### src/rtl/signal_expansioner_pkg.sv
// Shared widths for the data-frame generator and its trigger-window stretcher.
// The stretcher hold width follows the pre-acquisition delay counter width.
package signal_expansioner_pkg;

  localparam int MAX_DELAY_CNT_WIDTH       = 5;
  localparam int DEFAULT_EXTEND_LEN_WIDTH  = MAX_DELAY_CNT_WIDTH;

endpackage

### src/rtl/signal_expansioner.sv
// Pulse stretcher: SIG_OUT follows SIG_IN and stays high for EXTEND_LEN extra
// cycles after SIG_IN falls. Output is registered; no input-to-output comb path.
module signal_expansioner
  import signal_expansioner_pkg::*;
#(
  parameter int MAX_EXTEND_LEN_WIDTH = DEFAULT_EXTEND_LEN_WIDTH
) (
  input  logic                            CLK,
  input  logic                            RESET,
  input  logic [MAX_EXTEND_LEN_WIDTH-1:0] EXTEND_LEN,
  input  logic                            SIG_IN,
  output logic                            SIG_OUT
);

  localparam logic [MAX_EXTEND_LEN_WIDTH-1:0] CNT_ONE  = MAX_EXTEND_LEN_WIDTH'(1);
  localparam logic [MAX_EXTEND_LEN_WIDTH-1:0] CNT_ZERO = '0;

  logic [MAX_EXTEND_LEN_WIDTH-1:0] cnt;
  logic                            out_q;

  // A trigger always reloads the hold, so back-to-back pulses never accumulate;
  // the counter stops at zero instead of wrapping.
  always_ff @(posedge CLK) begin
    if (!RESET) begin
      cnt   <= CNT_ZERO;
      out_q <= 1'b0;
    end else if (SIG_IN) begin
      cnt   <= EXTEND_LEN;
      out_q <= 1'b1;
    end else if (cnt != CNT_ZERO) begin
      cnt   <= cnt - CNT_ONE;
      out_q <= 1'b1;
    end else begin
      cnt   <= CNT_ZERO;
      out_q <= 1'b0;
    end
  end

  assign SIG_OUT = out_q;

endmodule

### config.mk
export PLATFORM = sky130hd
export DESIGN_NAME = signal_expansioner
export DESIGN_NICKNAME = d
export VERILOG_FILES = /design/src/rtl/signal_expansioner_pkg.sv /design/src/rtl/signal_expansioner.sv
export SDC_FILE = /design/constraint.sdc
export NUM_CORES = 1
export LEC_CHECK = 0
export ABC_CLOCK_PERIOD_IN_PS = 1300
export BUFFER_PORTS_ARGS = -buffer_cell sky130_fd_sc_hd__buf_2
export CAP_MARGIN = 20
export CORE_AREA = 2 2 39 41
export CTS_BUF_LIST = sky130_fd_sc_hd__clkbuf_4
export DETAILED_ROUTE_END_ITERATION = 16
export DIE_AREA = 0 0 41 43
export HOLD_SLACK_MARGIN = 0.15
export PLACE_DENSITY = 0.38
export SETUP_SLACK_MARGIN = 0.5
export SLEW_MARGIN = 0
export SYNTH_ARGS = -nofsm -noshare
export SYNTH_HDL_FRONTEND = slang
export SYNTH_SLANG_ARGS = --single-unit
### constraint.sdc
create_clock -name CLK -period 1.3 [get_ports CLK]
set_input_delay 0 -clock CLK [delete_from_list [all_inputs] [get_ports CLK]]
set_output_delay 0 -clock CLK [all_outputs]
set_load 0.03 [all_outputs]
==> results of run 1 <==
flip-flops by register name, indices dropped and copies added, names as in the netlist:
| name | flops |
|---|---|
| SIG_OUT | 1 |
| cnt | 5 |
logic make-up after synthesis:
family / after synthesis / share of synthesized area
buf+inv: 6 / 0.0796
flops: 6 / 0.425
compound gates: 7 / 0.150
simple gates: 10 / 0.239
xor+xnor: 2 / 0.0620
fa+ha+maj: 1 / 0.0442
report_power, final:
group / internal, W / switching [W]
combinational: 0.0000840 / 0.0000604
sequential: 0.000204 / 0.0000169
clock: 0.000104 / 0.0000636
total: 0.000392 / 0.000141
layout make-up:
class | instances | area (sq um)
multi-input combinational | 20 | 161
tap | 16 | 20.0
inverter | 5 | 18.8
timing repair buffer | 17 | 123
clock buffer | 3 | 22.5
sequential | 6 | 123
fill | 155 | 916
per-layer routing:
| metal | global-route usage | vias to the layer above | part of all wire |
|---|---|---|---|
| met5 | 0 | - | 0 |
| met3 | 0.0314 | 0 | 0.018 |
| met2 | 0.138 | 3 | 0.50 |
| li1 | - | 150 | - |
| met4 | 0.100 | 0 | 0 |
| met1 | 0.0968 | 127 | 0.48 |
metrics by stage:
stage          utilization  worst slack, ns  instances
2_1_floorplan            -            0.184         32
3_3_place_gp         0.256            0.135         55
3_5_place_dp         0.256            0.122         55
4_1_cts              0.325            0.120         66
5_1_grt              0.338           0.0562         67
6_report             0.338            0.123         67
cells in the final DEF (no fill, tap or decap), drive strengths merged, types with 2 or more instances in the layout:
cell / count
xnor2: 2
dlygate4sd3: 6
dfxtp: 6
buf: 11
inv: 5
a21oi: 5
or3: 3
nand2: 4
clkbuf: 3
cells in the mapped netlist (all sizes together):
cell type  count  share of area
a21oi          5          0.088
clkbuf         1          0.013
dfxtp          6           0.42
ha             1          0.044
inv            5          0.066
nand2          4          0.053
nand3          1          0.018
nor3           1          0.018
nor4b          1          0.084
o311ai         1          0.031
o41ai          1          0.031
or3            3          0.066
xnor2          2          0.062
path summary, 6_finish.rpt:
kind                                         from                 to  slack, ns  depth (start not counted)
worst min register to register  cnt[4]$_SDFF_PN0_  cnt[4]$_SDFF_PN0_       0.52                          2
worst min-delay path                        RESET  cnt[3]$_SDFF_PN0_     -0.002                          3
worst max register to register  cnt[0]$_SDFF_PN0_  cnt[2]$_SDFF_PN0_       0.12                          5
worst max-delay path            cnt[0]$_SDFF_PN0_  cnt[2]$_SDFF_PN0_       0.12                          5
timing repair:
action	4_1_cts	5_1_grt
hold endpoints to repair	6	6
pin swaps	3	0
resized for setup	2	2
hold buffers	5	1
buffers inserted	3	0
endpoints found under the setup margin	6	6
critical path: cells and delay by family, from the launching register on:
kind	cells	cell delay [ns]
simple gates	1	0.34
flops	1	0.33
fa+ha+maj	1	0.15
compound gates	1	0.13
xor+xnor	1	0.11
buf+inv	1	0.04
==> metrics.cfg, run 1 <==
[power_and_ir_drop]
total_leakage_power_nw=0.208
peakVddDrop_v=0.000403
power_density_nw_per_um2=1140
p_total_w=0.000533

[clock_network]
cts_root_buf=clkbuf_4
clk_latency_ns=0.24
cts_tree=yes
htreeDepth=1
path_clk_slew_ns=0.04
numCtsBuffers=3
clock_sinks=6
cts.path.max_buffers=2

[grt]
antenna_found_initial=0
grt-ovfl-total=0
grt_pass1_wl_um=1070
grt_max_degree=11
grt_usage=0.0955
grt_pass1_vias=282

[logic_synthesis]
ys_ff_latch=6
synthesis.nets=41
yosysSeqAreaShare=0.425
yosys_warnings=0
syn-cell-area_sq_um=283
synthDistinctLibCells=13
syn_area_per_cell_sq_um=8.84
synthCells=32

[placed_design]
dpl_cell_area_sq_um=354
gp_congestion=0.695
portBuffers=8
dp_hpwl_um=429

[run_status]
status=finished, violations left
violations=hold timing

[layout]
drive_above_1_share=0.451
area_delta_synth_final_pct=65.5
fin_nets=62
fin_area_sq_um=468
n_antenna_cell=0

[worst_setup_path]
worst-endpoint-arrival_ns=1.35
critPathMaxFanout=3
crit_slowest_cell=or3_1
cp_slowest_stage_delay_ns=0.34
worstPathCellList=inv_2 > ha_4 > xnor2_1 > or3_1 > a21oi_1
start_kind=register
worstSetupEndpointType=register
critPathKind=reg2reg
critPathRequiredTime_ns=1.47

[routing]
ant_nets=0
via_per_inst=4.18
drt_iter0_drc=1
drt_wl_total_um=596
first_pass_iters=2
wire_per_inst_um=8.90
drc=0
num_vias=280

[timing]
hold_violations=1
grt_setup_unrepaired=true
max_freq_mhz=850
slew-limit-headroom=0.773
finalSetupTns_ns=0
worst_pin_slew_ns=0.339
post-route-period-util=0.905
hold_ws_ns=-0.00223
fin_skew_ns=0.000444
setup_viol=0
maxSlewViolCount=0
period_minus_slack_ns=1.18

[floorplanning]
io_pins=9
die-area_sq_um=1760
die_h_um=43
rows=14
die_w_um=41
initial_utilization=0.204
core_area_sq_um=1380

[min_path]
hp-class=in2reg

[job]
cap_violations=0

Note: power is estimated with default switching activity, not from simulation.
==> inputs of run 2 (changes only) <==
Settings changed: BUFFER_PORTS_ARGS -buffer_cell sky130_fd_sc_hd__buf_2 to not set, DONT_BUFFER_PORTS set to 1, PLACE_DENSITY 0.38 to 0.32.
==> run 2 against run 1 <==
The flow still finishes with violations (hold timing). Sequential cell count stayed put. Sequential power is 4% higher. Sequential share of layout area is 1.0 points higher. Die area stayed put. Routed wire length is 15% higher. Critical path depth stayed put. Register-to-register slack hardly changed. Cell area is 3.7% lower.
==> metrics.cfg, run 2 (synthesis gave the netlist of run 1 again) <==
[run_status]
status=finished, violations left
violations=hold timing

[worst_setup_path]
critPathRequiredTime_ns=1.48
worst-endpoint-arrival_ns=1.36
critPathKind=reg2reg
start_kind=register
worstSetupEndpointType=register
worstPathCellList=inv_2 > ha_4 > xnor2_1 > or3_1 > a21oi_2
critPathMaxFanout=3
cp_slowest_stage_delay_ns=0.36
crit_slowest_cell=or3_1

[timing]
hold_violations=3
max_freq_mhz=846
post-route-period-util=0.910
grt_setup_unrepaired=true
finalSetupTns_ns=0
fin_skew_ns=0.00415
maxSlewViolCount=0
worst_pin_slew_ns=0.319
slew-limit-headroom=0.787
setup_viol=0
period_minus_slack_ns=1.18
timing.final.ws_setup_ns=0.117
hold_ws_ns=-0.101

[grt]
use_met2=0.141
busiest_layer=met2
antenna_found_initial=0
grt_pass1_wl_um=1220
grt_max_degree=10
grtUsageMet3=0.0314
grt_usage=0.110
grt_pass1_vias=287
grt-ovfl-total=0
met1_usage=0.129

[job]
cap_violations=0

[power_and_ir_drop]
swShare=0.271
power_frac_clock=0.317
share_comb_of_total_power=0.259
total_leakage_power_nw=0.185
power_density_nw_per_um2=1200
p_sw_w=0.000147
seq_power_share=0.423
peakVddDrop_v=0.000500
p_int_w=0.000395

[routing]
wire_per_inst_um=11.2
first_pass_iters=2
num_vias=271
drt_iter0_drc=4
via_per_inst=4.44
ant_nets=0
drt_wl_total_um=686
drc=0

[layout]
n_antenna_cell=0
area_delta_synth_final_pct=59.3
drive_above_1_share=0.378
largest_reg_flops=5
fin_nets=56
stdcell_count=61
regMostFlops=cnt
final_common_cell=dlygate4sd3_1
layout_common_cells=6 x dlygate4sd3_1, 5 x buf_4, 4 x dfxtp_1, 4 x nand2_1, 4 x a21oi_1
fin_area_sq_um=450

[clock_network]
path_clk_slew_ns=0.05
clock_sinks=6
numCtsBuffers=3
cts_tree=yes
hold_buffers=6
htreeDepth=1
clk_latency_ns=0.25
cts.path.max_buffers=2
cts_root_buf=clkbuf_4

[placed_design]
portBuffers=0
place_ws_ns=0.129
gp_congestion=0.691
dp_hpwl_um=431
dpl_cell_area_sq_um=314
dp_cells=47

[floorplanning]
die_h_um=43
die-area_sq_um=1760
rows=14
io_pins=9
initial_utilization=0.204
core_area_sq_um=1380
die_w_um=41

[min_path]
hp-class=in2reg

## run 2: cell types whose count changed in the layout (fill, tap and decap cells not counted)
cell,delta
o311ai_2,+1
inv_1,+1
buf_2,-8
buf_4,+2
o311ai_1,-1
inv_2,-1
## run 2: path summary, 6_finish.rpt
kind                                        start  cells past startpoint                 to  slack (ns)
worst max-delay path            cnt[0]$_SDFF_PN0_                      5  cnt[2]$_SDFF_PN0_        0.12
worst min-delay path                        RESET                      2  cnt[3]$_SDFF_PN0_       -0.10
worst max register to register  cnt[0]$_SDFF_PN0_                      5  cnt[2]$_SDFF_PN0_        0.12
worst min register to register  cnt[4]$_SDFF_PN0_                      2  cnt[4]$_SDFF_PN0_        0.53
## run 2: timing repair
action | 4_1_cts | 5_1_grt
setup endpoints to repair | 6 | 6
endpoints found under the hold margin | 6 | 6
setup buffers | 4 | 1
gates cloned | 0 | 0
pin swaps | 4 | 4
gates resized for setup | 1 | 3
## run 2: critical path: cells and delay by family, from the launching register on
kind	cells	cell delay, ns
AOI/OAI and AO/OA	1	0.12
xor gates and xnor gates	1	0.12
adders and majority gates	1	0.15
buffers and inverters	1	0.04
DFF	1	0.32
and+or+nand+nor	1	0.36
## run 2: stage by stage
step | utilization | power [W]
2_1_floorplan | - | 0.000305
3_3_place_gp | 0.227 | 0.000317
3_5_place_dp | 0.227 | 0.000319
4_1_cts | 0.308 | 0.000536
5_1_grt | 0.325 | 0.000581
6_report | 0.325 | 0.000542
## run 2: routing by layer
layer	wire length, um	vias to the layer above
met5	0	-
met4	19	0
met3	30	4
met2	334	6
met1	302	124
li1	-	137
## run 2: cell type report
cell class / count / area [sq um]
fillers: 153 / 933
well taps: 16 / 20.0
flip-flops and latches: 6 / 123
inverters: 5 / 18.8
repair buffers: 11 / 97.6
clock buffers: 3 / 22.5
multi-input cells: 20 / 169
## run 2: power by group through the flow
stage / Combinational (W) / Sequential (W) / Clock [W]
floorplan: 0.0000767 / 0.000228 / 0
global placement: 0.0000855 / 0.000231 / 0
detailed placement: 0.0000874 / 0.000231 / 0
CTS: 0.000128 / 0.000227 / 0.000181
global route: 0.000158 / 0.000232 / 0.000191
finish: 0.000141 / 0.000229 / 0.000172
